## src/rtl/spi_reg_pkg.sv

```systemverilog
// Shared constants and types for the SPI register configuration block.
package spi_reg_pkg;

  localparam int unsigned FRAME_BITS = 16;

  localparam logic [6:0] ADDR_EN_OUT_LO = 7'h00;
  localparam logic [6:0] ADDR_EN_OUT_HI = 7'h01;
  localparam logic [6:0] ADDR_EN_PWM_LO = 7'h02;
  localparam logic [6:0] ADDR_EN_PWM_HI = 7'h03;
  localparam logic [6:0] ADDR_DUTY      = 7'h04;

  typedef enum logic [1:0] {
    IDLE,
    SHIFT,
    COMMIT
  } state_e;

endpackage

```

## src/rtl/spi_sync_edge.sv

```systemverilog
// Multi-flop synchroniser for one asynchronous pin plus a history flop for edge detection.
module spi_sync_edge #(
  parameter int unsigned SYNC_STAGES = 2,
  parameter logic        RESET_VAL   = 1'b0
) (
  input  logic clk,
  input  logic rst_n,
  input  logic din,
  output logic level,
  output logic rise,
  output logic fall
);

  logic [SYNC_STAGES-1:0] sync_q;
  logic                   hist_q;

  always_ff @(posedge clk or negedge rst_n) begin
    if (!rst_n) begin
      sync_q <= {SYNC_STAGES{RESET_VAL}};
      hist_q <= RESET_VAL;
    end else begin
      sync_q <= {sync_q[SYNC_STAGES-2:0], din};
      hist_q <= sync_q[SYNC_STAGES-1];
    end
  end

  assign level = sync_q[SYNC_STAGES-1];
  assign rise  = level & ~hist_q;
  assign fall  = ~level & hist_q;

endmodule

```

## src/rtl/spi_reg_config.sv

```systemverilog
// SPI mode-0 slave owning the PWM peripheral's five control registers.
// Optional read-back on cipo is enabled by defining SPI_READBACK_EN.
module spi_reg_config
  import spi_reg_pkg::*;
#(
  parameter int unsigned SYNC_STAGES = 2,
  parameter int unsigned FRAME_BITS  = spi_reg_pkg::FRAME_BITS,
  parameter int unsigned MAX_ADDR    = 4
) (
  input  logic       clk,
  input  logic       rst_n,
  input  logic       sclk,
  input  logic       copi,
  input  logic       ncs,
  output logic       cipo,
  output logic [7:0] en_reg_out_7_0,
  output logic [7:0] en_reg_out_15_8,
  output logic [7:0] en_reg_pwm_7_0,
  output logic [7:0] en_reg_pwm_15_8,
  output logic [7:0] pwm_duty_cycle
);

  localparam int unsigned CNT_W = $clog2(FRAME_BITS + 2);
  localparam logic [CNT_W-1:0] CNT_FULL = CNT_W'(FRAME_BITS);
  localparam logic [CNT_W-1:0] CNT_MAX  = CNT_W'(FRAME_BITS + 1);

  logic sclk_s, sclk_rise, sclk_fall;
  logic copi_s, copi_rise, copi_fall;
  logic ncs_s, ncs_rise, ncs_fall;

  spi_sync_edge #(.SYNC_STAGES(SYNC_STAGES), .RESET_VAL(1'b0)) u_sync_sclk (
    .clk   (clk),
    .rst_n (rst_n),
    .din   (sclk),
    .level (sclk_s),
    .rise  (sclk_rise),
    .fall  (sclk_fall)
  );

  spi_sync_edge #(.SYNC_STAGES(SYNC_STAGES), .RESET_VAL(1'b0)) u_sync_copi (
    .clk   (clk),
    .rst_n (rst_n),
    .din   (copi),
    .level (copi_s),
    .rise  (copi_rise),
    .fall  (copi_fall)
  );

  spi_sync_edge #(.SYNC_STAGES(SYNC_STAGES), .RESET_VAL(1'b1)) u_sync_ncs (
    .clk   (clk),
    .rst_n (rst_n),
    .din   (ncs),
    .level (ncs_s),
    .rise  (ncs_rise),
    .fall  (ncs_fall)
  );

  state_e                 state_q, state_d;
  logic [FRAME_BITS-1:0]  shift_q, shift_d;
  logic [CNT_W-1:0]       cnt_q, cnt_d;
  logic [SYNC_STAGES-1:0] settle_q;
  logic                   armed_q, armed_d;
  logic                   wr_en;
  logic                   frame_ok;
  logic                   frame_rw;
  logic [6:0]             frame_addr;
  logic [7:0]             frame_data;

  logic [7:0] en_out_lo_q, en_out_hi_q, en_pwm_lo_q, en_pwm_hi_q, duty_q;

  assign frame_rw   = shift_q[FRAME_BITS-1];
  assign frame_addr = shift_q[FRAME_BITS-2 -: 7];
  assign frame_data = shift_q[7:0];
  assign frame_ok   = (cnt_q == CNT_FULL) && frame_rw && (32'(frame_addr) <= MAX_ADDR);

  // settle_q marks when the ncs synchroniser holds real pin data rather than its reset value;
  // a frame may only start after ncs has been seen high, so a frame cut by reset is ignored.
  assign armed_d = armed_q | (settle_q[SYNC_STAGES-1] & ncs_s);

  always_ff @(posedge clk or negedge rst_n) begin
    if (!rst_n) begin
      state_q  <= IDLE;
      shift_q  <= '0;
      cnt_q    <= '0;
      settle_q <= '0;
      armed_q  <= 1'b0;
    end else begin
      state_q  <= state_d;
      shift_q  <= shift_d;
      cnt_q    <= cnt_d;
      settle_q <= {settle_q[SYNC_STAGES-2:0], 1'b1};
      armed_q  <= armed_d;
    end
  end

  always_comb begin
    state_d = state_q;
    shift_d = shift_q;
    cnt_d   = cnt_q;
    wr_en   = 1'b0;
    unique case (state_q)
      IDLE: begin
        // Level-qualified so a frame whose ncs fell during COMMIT is still picked up.
        if (armed_q && (ncs_fall || !ncs_s)) begin
          shift_d = '0;
          cnt_d   = '0;
          state_d = SHIFT;
        end
      end
      SHIFT: begin
        if (ncs_rise) begin
          state_d = frame_ok ? COMMIT : IDLE;
        end else if (sclk_rise) begin
          shift_d = {shift_q[FRAME_BITS-2:0], copi_s};
          if (cnt_q != CNT_MAX) cnt_d = cnt_q + 1'b1;
        end
      end
      COMMIT: begin
        wr_en   = 1'b1;
        state_d = IDLE;
      end
      default: state_d = IDLE;
    endcase
  end

  always_ff @(posedge clk or negedge rst_n) begin
    if (!rst_n) begin
      en_out_lo_q <= 8'h00;
      en_out_hi_q <= 8'h00;
      en_pwm_lo_q <= 8'h00;
      en_pwm_hi_q <= 8'h00;
      duty_q      <= 8'h00;
    end else if (wr_en) begin
      case (frame_addr)
        ADDR_EN_OUT_LO: en_out_lo_q <= frame_data;
        ADDR_EN_OUT_HI: en_out_hi_q <= frame_data;
        ADDR_EN_PWM_LO: en_pwm_lo_q <= frame_data;
        ADDR_EN_PWM_HI: en_pwm_hi_q <= frame_data;
        ADDR_DUTY:      duty_q      <= frame_data;
        default: ;
      endcase
    end
  end

  assign en_reg_out_7_0  = en_out_lo_q;
  assign en_reg_out_15_8 = en_out_hi_q;
  assign en_reg_pwm_7_0  = en_pwm_lo_q;
  assign en_reg_pwm_15_8 = en_pwm_hi_q;
  assign pwm_duty_cycle  = duty_q;

`ifdef SPI_READBACK_EN
  logic [7:0] tx_q, tx_d;
  logic [7:0] rd_data;
  logic [6:0] rd_addr;

  // Header is complete once the 8th bit lands; the address is taken from the next shift value.
  assign rd_addr = shift_d[6:0];

  always_comb begin
    rd_data = 8'h00;
    if (32'(rd_addr) <= MAX_ADDR) begin
      case (rd_addr)
        ADDR_EN_OUT_LO: rd_data = en_out_lo_q;
        ADDR_EN_OUT_HI: rd_data = en_out_hi_q;
        ADDR_EN_PWM_LO: rd_data = en_pwm_lo_q;
        ADDR_EN_PWM_HI: rd_data = en_pwm_hi_q;
        ADDR_DUTY:      rd_data = duty_q;
        default:        rd_data = 8'h00;
      endcase
    end
  end

  always_comb begin
    tx_d = tx_q;
    if (ncs_s) begin
      tx_d = 8'h00;
    end else if (state_q == SHIFT && sclk_rise && !ncs_rise &&
                 cnt_q == CNT_W'(FRAME_BITS - 9) && !shift_d[7]) begin
      tx_d = rd_data;
    end else if (state_q == SHIFT && sclk_fall &&
                 cnt_q > CNT_W'(FRAME_BITS - 8) && cnt_q < CNT_FULL) begin
      tx_d = {tx_q[6:0], 1'b0};
    end
  end

  always_ff @(posedge clk or negedge rst_n) begin
    if (!rst_n) tx_q <= 8'h00;
    else        tx_q <= tx_d;
  end

  assign cipo = tx_q[7] & ~ncs_s;

  logic unused_edges;
  assign unused_edges = ^{copi_rise, copi_fall, sclk_s};
`else
  assign cipo = 1'b0;

  logic unused_edges;
  assign unused_edges = ^{copi_rise, copi_fall, sclk_s, sclk_fall};
`endif

endmodule
```

## config.mk

```make
export PLATFORM = sky130hd
export DESIGN_NAME = spi_reg_config
export DESIGN_NICKNAME = d
export VERILOG_FILES = /design/src/rtl/spi_reg_pkg.sv /design/src/rtl/spi_sync_edge.sv /design/src/rtl/spi_reg_config.sv
export SDC_FILE = /design/constraint.sdc
export NUM_CORES = 1
export LEC_CHECK = 0
export BUFFER_PORTS_ARGS = -buffer_cell sky130_fd_sc_hd__buf_2
export CAP_MARGIN = 20
export CORE_MARGIN = 8
export CORE_UTILIZATION = 33
export DETAILED_ROUTE_END_ITERATION = 7
export GPL_TIMING_DRIVEN = 0
export PLACE_DENSITY = 0.59
export SLEW_MARGIN = 10
export SYNTH_ARGS = -nofsm -noshare
export SYNTH_HDL_FRONTEND = slang
export SYNTH_SLANG_ARGS = --single-unit
```

## constraint.sdc

```tcl
create_clock -name clk -period 2.5 [get_ports clk]
set_input_delay 0.25 -clock clk [delete_from_list [all_inputs] [get_ports clk]]
set_output_delay 0.25 -clock clk [all_outputs]
set_load 0.01 [all_outputs]
```

; ---- Word level (Yosys, flattened, before mapping)
; Cells that the tools add are included.
[totals]
regBits = 74
latchBits = 0
ramBits = 0
rom_bits = 0
input_bits = 5
out_inout_bits = 41
elab_cells = 68
memories = 0
[classes]
addsub = 1
mul = 0
n_div = 0
n_lt_le_gt_ge = 1
eq_ne = 13
shift = 0
muxes = 14
bitwise_logic = 8
reduce_logical = 16
[ops]
columns = operator, count
row1 = 2-to-1 mux 16 bit, 3
row2 = one-hot mux 16 bit (2 select lines), 1
row3 = 2-to-1 mux 5 bit, 4
row4 = "equality test 7 x 2 -> 1 bit, second input constant", 2
row5 = AND reduction 2 bit, 6
row6 = "!= test 2 bit, second input constant", 5
row7 = one-hot mux 5 bit (2 select lines), 1
row8 = "equality test 7 x 1 -> 1 bit, second input constant", 1
row9 = "equality test 7 x 3 -> 1 bit, second input constant", 1
row10 = "<= comparator 7 x 3 -> 1 bit, second input constant", 1
row11 = logical NOT 7 bit, 1
row12 = 2-to-1 mux 2 bit, 3
row13 = "adder 5 x 1 -> 5 bit, second input constant", 1
row14 = "equality test 5 bit, second input constant", 1
row15 = "!= test 5 bit, second input constant", 1
row16 = AND reduction 5 bit, 1
row17 = bitwise AND 1 bit, 4
row18 = one-hot mux 2 bit (2 select lines), 1
row19 = AND reduction 4 bit, 1
row20 = logical AND 1 bit, 3
row21 = inverter 1 bit, 3
row22 = "equality test 2 x 1 -> 1 bit, second input constant", 1
row23 = "equality test 2 bit, second input constant", 1
row24 = logical NOT 2 bit, 1
row25 = 5 further kinds, 5

; ---- Depth between registers and ports, before layout
; Gate-level depths: netlist (run 1).
[depth]
depth_word = 6
mapped_depth = 7
depth_no_buf = 5

; ---- By module
; From an unflattened synthesis (run 1), not the netlist that was laid out.
[unflattened]
cells_unflattened = 225
hier_area_um2 = 2971.6
[modules_own_cells]
columns = module, n_inst, cells_each, area_per_inst_um2
row1 = spi_reg_config, 1, 210, 2697.6
row2 = spi_sync_edge (u_sync_copi ...), 2, 5, 90.1
row3 = spi_sync_edge (u_sync_ncs), 1, 5, 93.8

; ---- Worst setup path before layout (run 1)
; Ideal clock, no wire load.
[synth_path]
path_kind = register to register
startpoint = register shift_q[11]
endpoint = register en_pwm_hi_q[0], in the netlist en_reg_pwm_15_8[0]
setup_time_ns = 0.125
t_arrival_ns = 1.965
path_slack_ns = 0.411
stages_incl_launch_ff = 6
n_path_buf = 1
cell_sequence = dfrtp_1 -> or4_4 -> nor4b_4 -> and3_1 -> buf_2 -> mux2_2
[synth_via]
elab_chain_cells = 2
[synth_rtl]
columns = element, line_no
row1 = from (decl), spi_reg_config.sv:59  ; logic [FRAME_BITS-1:0] shift_q, shift_d;
row2 = from (signal assigned), spi_reg_config.sv:89  ; shift_q <= shift_d;
row3 = equality test 7 x 2 -> 1 bit, spi_reg_config.sv:134  ; case (frame_addr)
row4 = AND reduction 2 bit (no line), -
row5 = to (signal assigned), spi_reg_config.sv:138  ; ADDR_EN_PWM_HI: en_pwm_hi_q <= frame_data;
row6 = to (decl), spi_reg_config.sv:69  ; logic [7:0] en_out_lo_q, en_out_hi_q, en_pwm_lo_q, en_pwm_hi_q, duty_q;
; No other way between the ends.
; A chain may end at the register's enable or synchronous reset.

; ---- Worst setup path after layout (run 1)
; Same ends and word-level chain as after synthesis.

==> results of run 1 <==
-- how the worst max path moves through the flow --
| stage | startpoint | to | cells past startpoint |
|---|---|---|---|
| finish | shift_q[11] | en_reg_pwm_15_8[0] | 5 |
| CTS | shift_q[11] | en_reg_pwm_15_8[0] | 5 |
| floorplan | shift_q[11] | en_reg_pwm_15_8[0] | 5 |
| detailed placement | shift_q[11] | en_reg_pwm_15_8[0] | 5 |
| global route | state_q[0] | shift_q[15] | 7 |
| global placement | shift_q[11] | en_reg_pwm_15_8[4] | 5 |
-- sequential cells by signal, summed over array words and instances, names as in the netlist, 2 cells and up --
name / count
shift_q: 16
en_reg_out_15_8: 8
en_reg_out_7_0: 8
en_reg_pwm_15_8: 8
en_reg_pwm_7_0: 8
pwm_duty_cycle: 8
cnt_q: 5
settle_q: 2
state_q: 2
u_sync_copi.sync_q: 2
u_sync_ncs.sync_q: 2
u_sync_sclk.sync_q: 2
-- cell usage in the layout (no fill, tap or decap), types with 3 or more instances in the layout --
cell           Yosys  routed
dfrtp_1           71      71
buf_2              1      44
mux2_2            40      40
nand2_1           35      35
nand3_1           24      24
clkbuf_8           0       9
clkbuf_1           6       7
o21ai_0            4       4
nor2b_1            3       3
ha_1               3       3
dlygate4sd3_1      0       3
dfstp_2            3       3
-- per-layer routing --
metal	global-route usage [%]	share of wire [%]	up-vias	wire length, um
met1	13.1	48	943	2820
met3	3.46	5.4	9	315
met5	0	0	-	0
li1	-	-	883	-
met2	15.8	45	36	2650
met4	4.63	1.4	0	81
-- metrics by stage --
step	setup slack [ps]	power, mW	hold slack [ps]	cells
CTS	247	2.56	2.21	391
detailed placement	254	1.52	223	373
floorplan	411	1.44	-45.6	220
finish	254	2.52	15.9	392
global route	74.6	2.63	0.717	392
global placement	272	1.51	332	372
-- power breakdown --
group	leakage, nW	total, mW	switching (mW)	internal [mW]
combinational	0.764	0.196	0.117	0.0790
sequential	0.994	1.30	0.0576	1.24
clock	0.107	1.02	0.454	0.566
total	1.87	2.52	0.629	1.89
-- layout make-up --
type / count / area (sq um) / share of cell area (%)
well taps: 108 / 135 / 3.84
plain buffers: 8 / 35.0 / 0.995
clock inverters: 6 / 90.1 / 2.56
flip-flops and latches: 74 / 1860 / 52.7
repair buffers: 48 / 280 / 7.96
inverters: 2 / 7.51 / 0.213
clock buffers: 10 / 128 / 3.62
multi-input cells: 136 / 991 / 28.1
-- kinds of logic after synthesis --
group / synth area share, %
other: 0.260
AO/OA/AOI/OAI: 2.56
flip-flops: 64.2
multiplexers: 15.6
AND/OR/NAND/NOR: 14.6
buffers and inverters: 1.47
adder cells (fa/ha/maj): 1.30
-- critical path, cell delays in order (launching register included) --
cell and delay, ps:
dfrtp_1 400, or4_4 570, nor4b_4 370, and3_1 190, buf_2 240, mux2_2 370
==> impl_metrics.csv, run 1 <==
group,metric,value,unit
routing,viasPerCell,4.77,
die,dieHeight,110,um
clock_network,cts_setup_buffers,0,
place,dpl.hpwl,4.00,mm
timing,rsz0062_at_grt,"false",
clock_network,cts_sinks,74,
timing,max_slew_margin,60.8,%
finish,nets,287,
grt,grt_max_degree,45,
die,io-pin-count,46,
place,place_area,3270,sq um
logic_synthesis,synth_area_leader_cell,"dfrtp_1",
logic_synthesis,syn_nets,228,
place,place.gp.congestion,0.770,
clock_network,cts_buffers,9,
routing,drt-total-wl,5.87,mm
clock_network,postCtsHoldBufs,2,
grt,grt_pass1_vias,1863,
routing,drtPass1Iterations,4,
logic_synthesis,yosysWarnings,0,
setup_path,crit_path_start_kind,"register",
grt,grt-ovfl-total,0,
die,num_rows,34,
logic_synthesis,synth.area.top_cells,"dfrtp_1 (61%), mux2_2 (16%), nand2_1 (4.5%), nand3_1 (4.2%), dfstp_2 (2.7%)",
logic_synthesis,yosys_register_bits,74,
worst_hold_path,hold_start,"copi",
worst_hold_path,min_path_type,"in -> reg",
clock_network,clk_pin_slew,80,ps
routing,drtAntennaViolNets,0,
routing,route.vias.total,1871,
timing,finalCritPeriodShare,89.9,%
clock_network,cts_resized,0,
worst_hold_path,whs_path_depth,1,
timing,finalSetupTns,0,ps
logic_synthesis,seq_area_frac_synth,64.2,%
setup_path,worstPathMaxFanout,8,
logic_synthesis,yosysTopAreaCellShare,61.5,%
pwr,ir_drop,0.367,mV
timing,worst_pin_slew,587,ps
setup_path,crit_arrival,2480,ps
logic_synthesis,synthCells,220,
clock_network,cts_buffer_depth,2,
outcome,run_status,"completed",
clock_network,clockRootBuffer,"clkbuf_8",
routing,route.detailed.drc,0,
place,io_buffers,44,
pwr,p_leak,1.87,nW
clock_network,htree_levels,3,
die,core_area,8590,sq um
die,fp.dieW,110,um
logic_synthesis,synth.distinct_cells,32,
logic_synthesis,synth_most_common_cell,"dfrtp_1",
setup_path,rr_worst_depth,5,
logic_synthesis,synth_common_cells,"dfrtp_1 (71), mux2_2 (40), nand2_1 (35)",
routing,first_iter_violations,37,
worst_hold_path,min_to,"u_sync_copi.sync_q[0]",
logic_synthesis,postSynth.asyncResetShare,100,%
logic_synthesis,synth_edf_count,0,
routing,wire_per_inst,15.0,um
setup_path,critPathKind,"reg -> reg",
finish,final_layout_size_suffix_gt1_share,39.1,%
finish,syn_to_final_growth,21.9,%
run,cap_violations,0,
setup_path,r2r-end,"en_reg_pwm_15_8[0]",
timing,hold_viol,0,
grt,grt_pass1_wl,9.58,mm
timing,fin_crit,2250,ps
finish,num-fill-cells,839,
setup_path,required,2740,ps
logic_synthesis,avgSynthCellArea,13.1,sq um
logic_synthesis,syn_area,2890,sq um
grt,grt_use_total,10.4,%
logic_synthesis,ys.flop_type,"dfrtp_1",
clock_network,tritoncts,"yes",
timing,finalSetupViolations,0,
finish,post-route-cell-area,3520,sq um
die,die_area,12000,sq um
finish,final_core_util,41.0,%
timing,finClkSkew,11.0,ps
setup_path,reg2reg_slack,250,ps
pwr,power_density,714,nW/um^2
timing,max_freq,0.445,GHz
grt,grt_antenna_before_repair,0,
finish,diodes,0,
setup_path,r2r-start,"shift_q[11]",
timing,maxSlewViolCount,0,
die,initial_core_util,33.6,%
clock_network,clk_latency,350,ps
setup_path,cp-end-kind,"register",
Note: power is estimated with default switching activity, not from simulation.
==> inputs of run 2 (changes only) <==
--- a/config.mk
+++ b/config.mk
@@ -11,6 +11,7 @@
 export CORE_UTILIZATION = 33
 export DETAILED_ROUTE_END_ITERATION = 7
 export GPL_TIMING_DRIVEN = 0
+export MAX_ROUTING_LAYER = met4
 export PLACE_DENSITY = 0.59
 export SLEW_MARGIN = 10
 export SYNTH_ARGS = -nofsm -noshare
==> run 2 against run 1 <==
  * Critical endpoint unchanged
  * Combinational power increased by 2%
  * Register-to-register slack hardly changed
  * Core utilization increased by 0.12 points
==> impl_metrics.csv, run 2 (same netlist as run 1, synthesis figures left out) <==
group,metric,value,unit
outcome,run_status,"completed",
timing,finClkSkew,10.7,ps
finish,multi_input_area,991,sq um
die,initial_core_util,33.6,%
setup_path,max_stage_delay,570,ps
finish,largest_register,"shift_q",
finish,layout_commonest_cell,"dfrtp_1",
finish,diodes,0,
die,io-pin-count,46,
routing,drt-total-wl,5.90,mm
setup_path,crit_path_start_kind,"register",
clock_network,htree_levels,3,
setup_path,path_buf_inv,1,
grt,grt_pass1_vias,1861,
timing,fin_crit,2250,ps
setup_path,worstPathMaxFanout,8,
grt,grt_use_total,10.7,%
finish,num-fill-cells,839,
die,num_rows,34,
clock_network,postCtsHoldBufs,2,
clock_network,tritoncts,"yes",
routing,wire_per_inst,15.0,um
pwr,p_leak,1.87,nW
setup_path,r2r-start,"shift_q[11]",
timing,hold_viol,0,
pwr,p_sw,632,uW
setup_path,critPathKind,"reg -> reg",
timing,worst_pin_slew,587,ps
setup_path,crit_family,"simple AND/OR/NAND/NOR gates",
pwr,power_density,713,nW/um^2
routing,route.detailed.drc,0,
timing,finalSetupViolations,0,
clock_network,clk_pin_slew,80,ps
die,fp.dieW,110,um
clock_network,cts_resized,0,
setup_path,crit_slowest_cell,"or4_4",
place,dpl.hpwl,4.00,mm
grt,grt_pass1_wl,9.58,mm
setup_path,required,2740,ps
grt,grt_antenna_before_repair,0,
die,core_area,8590,sq um
worst_hold_path,min_path_type,"reg -> reg",
clock_network,cts_buffer_depth,2,
timing,max_freq,0.445,GHz
finish,seq_area,1860,sq um
timing,finalCritPeriodShare,89.9,%
routing,viasPerCell,4.75,
grt,grt-ovfl-total,0,
setup_path,crit_start,"shift_q[11]",
place,place.gp.congestion,0.780,
timing,max_slew_margin,60.7,%
pwr,ir_drop,0.367,mV
die,dieHeight,110,um
finish,nets,288,
finish,post-route-cell-area,3530,sq um
clock_network,clockRootBuffer,"clkbuf_8",
timing,maxSlewViolCount,0,
routing,first_iter_violations,47,
timing,rsz0062_at_grt,"false",
finish,final_cell_mix,"dfrtp_1 (71), buf_2 (44), mux2_2 (40)",
run,cap_violations,0,
clock_network,cts_sinks,74,
routing,drtAntennaViolNets,0,
place,io_buffers,44,
pwr,switching_share,25.1,%
finish,largest_register_ffs,16,
setup_path,crit_arrival,2490,ps
grt,grt_max_degree,45,
routing,route.vias.total,1866,
die,die_area,12000,sq um
finish,syn_to_final_growth,22.3,%
pwr,p_clk_share,40.5,%
timing,finalSetupTns,0,ps
pwr,pwr-share-comb,7.9,%
worst_hold_path,hold_start,"u_sync_sclk.sync_q[0]",
pwr,sequentialPowerShare,51.6,%
pwr,cellInternalPower,1.89,mW
place,place_area,3270,sq um
setup_path,crit_chain,"or4_4 -> nor4b_4 -> and3_1 -> buf_2 -> mux2_2",
routing,drtPass1Iterations,4,
setup_path,cp-end-kind,"register",
clock_network,clk_latency,350,ps
clock_network,cts_setup_buffers,0,
clock_network,cts_buffers,9,
finish,final_layout_size_suffix_gt1_share,38.9,%
run 2: cell types whose count changed in the layout (fill, tap and decap cells not counted):
cell	delta
dlygate4sd3_1	+1
run 2: worst paths after layout:
check	endpoint	depth (start not counted)	slack (ps)
setup / recovery	en_reg_pwm_15_8[0]	5	250
hold / removal	u_sync_sclk.sync_q[1]	0	350
setup reg to reg	en_reg_pwm_15_8[0]	5	250
hold reg to reg	u_sync_sclk.sync_q[1]	0	350
max in group asynchronous	u_sync_ncs.sync_q[1]	3	1510
min in group asynchronous	u_sync_sclk.sync_q[0]	2	390
run 2: cell type report:
type                    count  area share [%]
flip-flops and latches     74            52.5
plain buffers               8           0.992
clock inverters             6            2.55
clock buffers              10            3.61
well taps                 108            3.83
inverters                   2           0.213
multi-input cells         136            28.1
repair buffers             49            8.22
run 2: per-stage QoR:
| stage | total power [mW] | cells | util [%] | hold WS (ps) | setup slack [ps] |
|---|---|---|---|---|---|
| finish | 2.52 | 393 | 41.1 | 349 | 252 |
| global route | 2.63 | 393 | 41.1 | 364 | 74.6 |
| CTS | 2.56 | 391 | 40.9 | 2.21 | 247 |
| detailed placement | 1.52 | 373 | 38.1 | 223 | 254 |
| global placement | 1.51 | 372 | 37.8 | 332 | 272 |
| floorplan | 1.44 | 220 | - | -45.6 | 411 |
run 2: power groups by stage:
stage / clock [mW] / combinational, mW / sequential [mW]
2_1_floorplan: 0 / 0.133 / 1.31
3_3_place_gp: 0 / 0.188 / 1.32
3_5_place_dp: 0 / 0.199 / 1.32
4_1_cts: 1.05 / 0.201 / 1.30
5_1_grt: 1.10 / 0.227 / 1.31
6_report: 1.02 / 0.200 / 1.30
run 2: routing by layer:
metal	GRT usage [%]	wire, um	vias up
li1	-	-	885
met4	4.05	76	0
met2	15.8	2670	37
met3	3.75	334	7
met1	13.1	2820	937
met5	-	0	-
run 2: worst register-to-register path, cell delays in order, from the launching register on:
cell	delay, ps
dfrtp_1	400
or4_4	570
nor4b_4	370
and3_1	190
buf_2	240
mux2_2	370
==> inputs of run 3 (changes only) <==
--- a/config.mk
+++ b/config.mk
@@ -12,8 +12,9 @@
 export DETAILED_ROUTE_END_ITERATION = 7
 export GPL_TIMING_DRIVEN = 0
 export MAX_ROUTING_LAYER = met4
-export PLACE_DENSITY = 0.59
+export PLACE_DENSITY = 0.61
 export SLEW_MARGIN = 10
 export SYNTH_ARGS = -nofsm -noshare
 export SYNTH_HDL_FRONTEND = slang
+export SYNTH_HIERARCHICAL = 1
 export SYNTH_SLANG_ARGS = --single-unit
==> constraint.sdc (replaced) <==
create_clock -name clk -period 1.86 [get_ports clk]
set_input_delay 0.186 -clock clk [delete_from_list [all_inputs] [get_ports clk]]
set_output_delay 0.186 -clock clk [all_outputs]
set_load 0.01 [all_outputs]
==> run 3 against run 2 <==
  * Largest cell class unchanged
  * Sequential power up 35%
  * Count of clock-buffer cells in the layout is the same
  * Highest routed layer unchanged
  * Core utilization rose by 1.9 points
  * Critical path type unchanged
  * The run now ends with negative setup slack left
  * Critical path depth grew 1
  * First-iteration DRC count rose by 45%
  * Power increased by 42%
==> impl_metrics.csv, run 3 <==
group,metric,value,unit
timing,rsz0062_at_grt,"true",
finish,final_core_util,43.0,%
die,initial_core_util,33.8,%
timing,finClkSkew,8.65,ps
finish,final_layout_size_suffix_gt1_share,43.8,%
setup_path,required,2100,ps
grt,grt_max_degree,52,
setup_path,crit_slowest_cell,"or4_4",
outcome,run_status,"finished, violations left",
finish,layout_commonest_cell,"dfrtp_1",
clock_network,clockRootBuffer,"clkbuf_8",
finish,largest_register_ffs,16,
place,io_buffers,44,
die,dieHeight,110,um
routing,route.vias.total,1895,
routing,viasPerCell,4.76,
clock_network,clk_pin_slew,80,ps
logic_synthesis,syn_area,2920,sq um
pwr,p_leak,1.96,nW
finish,syn_to_final_growth,27.1,%
grt,grt_pass1_wl,9.81,mm
worst_hold_path,min_path_type,"in -> async",
finish,post-route-cell-area,3710,sq um
routing,wire_per_inst,15.3,um
setup_path,cp-end-kind,"register",
timing,finalSetupViolations,32,
routing,drtPass1Iterations,4,
logic_synthesis,syn_nets,229,
grt,grt_antenna_before_repair,0,
die,die_area,12100,sq um
die,fp.dieW,110,um
finish,nets,293,
logic_synthesis,avgSynthCellArea,13.2,sq um
pwr,power,3.57,mW
place,place.gp.congestion,0.714,
timing,fin_crit,2030,ps
run,cap_violations,0,
timing,finalCritPeriodShare,109,%
setup_path,crit_chain,"or4_4 -> nor4b_4 -> buf_6 -> buf_4 -> nand2_8 -> mux2_2",
setup_path,crit_path_start_kind,"register",
finish,final_cell_mix,"dfrtp_1 (71), buf_2 (43), mux2_2 (38)",
die,num_rows,34,
routing,first_iter_violations,68,
finish,largest_register,"shift_q",
pwr,ir_drop,0.541,mV
pwr,power_density,962,nW/um^2
place,dpl.hpwl,4.04,mm
timing,hold_viol,0,
logic_synthesis,synthCells,221,
clock_network,tritoncts,"yes",
clock_network,cts_buffer_depth,2,
grt,grt_pass1_vias,1943,
place,dp_worst_setup_slack,-403,ps
clock_network,cts_sinks,74,
grt,grt_use_total,10.9,%
routing,route.detailed.drc,0,
die,core_area,8640,sq um
die,io-pin-count,46,
timing,fin_ws,-166,ps
clock_network,cts_buffers,9,
clock_network,htree_levels,3,
outcome,violations,"negative setup slack",
clock_network,clk_latency,350,ps
grt,grt-ovfl-total,0,
routing,drt-total-wl,6.11,mm
setup_path,crit_arrival,2260,ps
place,place_area,3320,sq um
routing,drtAntennaViolNets,0,
logic_synthesis,yosysWarnings,6,
setup_path,critPathKind,"reg -> reg",
setup_path,worstPathMaxFanout,8,
timing,hold-worst-slack,276,ps
timing,maxSlewViolCount,0,
finish,diodes,0,
timing,max_freq,0.494,GHz
setup_path,max_stage_delay,570,ps
## run 3: repair_timing
item                       in CTS  in global routing
resized for setup              16                  5
setup endpoints to repair      53                 53
hold endpoints to repair       26                  0
pin swaps                       1                  2
setup buffers                   2                  4
hold buffers                    4                  0
## run 3: worst paths after layout
| check | start | to | slack (ps) | cells after the start |
|---|---|---|---|---|
| max in group asynchronous | rst_n | u_sync_ncs/sync_q[1] | 960 | 3 |
| max reg2reg | shift_q[14] | en_reg_out_7_0[3] | -170 | 6 |
| min in group clk | u_sync_copi/sync_q[0] | u_sync_copi/sync_q[1] | 360 | 0 |
| min reg2reg | u_sync_copi/sync_q[0] | u_sync_copi/sync_q[1] | 360 | 0 |
| max | shift_q[14] | en_reg_out_7_0[3] | -170 | 6 |
| min | rst_n | en_reg_out_15_8[6] | 280 | 2 |
## run 3: worst max-delay path: cells and delay by family, from the launching register on
kind	cells	cell delay, ps
buffers and inverters	2	310
multiplexers	1	300
flip-flops	1	380
AND/OR/NAND/NOR	3	920
## run 3: power breakdown
part | internal, mW | switching (mW)
clock | 0.896 | 0.599
sequential | 1.67 | 0.0783
combinational | 0.139 | 0.191
## run 3: per-layer routing
metal	vias to the layer above	share of wire [%]	GRT usage, %
met5	-	0	-
met4	0	2.1	5.14
met3	12	3.6	2.97
met2	31	47	15.8
met1	955	47	13.8
li1	897	-	-
## run 3: layout make-up
cell class,count,area [sq um]
fillers,807,4920
flip-flops and latches,74,1860
multi-input cells,136,1100
repair buffers,55,339
well taps,108,135
clock buffers,10,128
clock inverters,6,113
plain buffers,6,36.3
inverters,3,11.3
## run 3: per-stage QoR
step                      cells  setup TNS (ps)
after floorplan             221           -3790
after global routing        398           -7700
after detailed placement    374          -14370
after CTS                   394           -4660
after global placement      373          -13320
final                       398           -4200
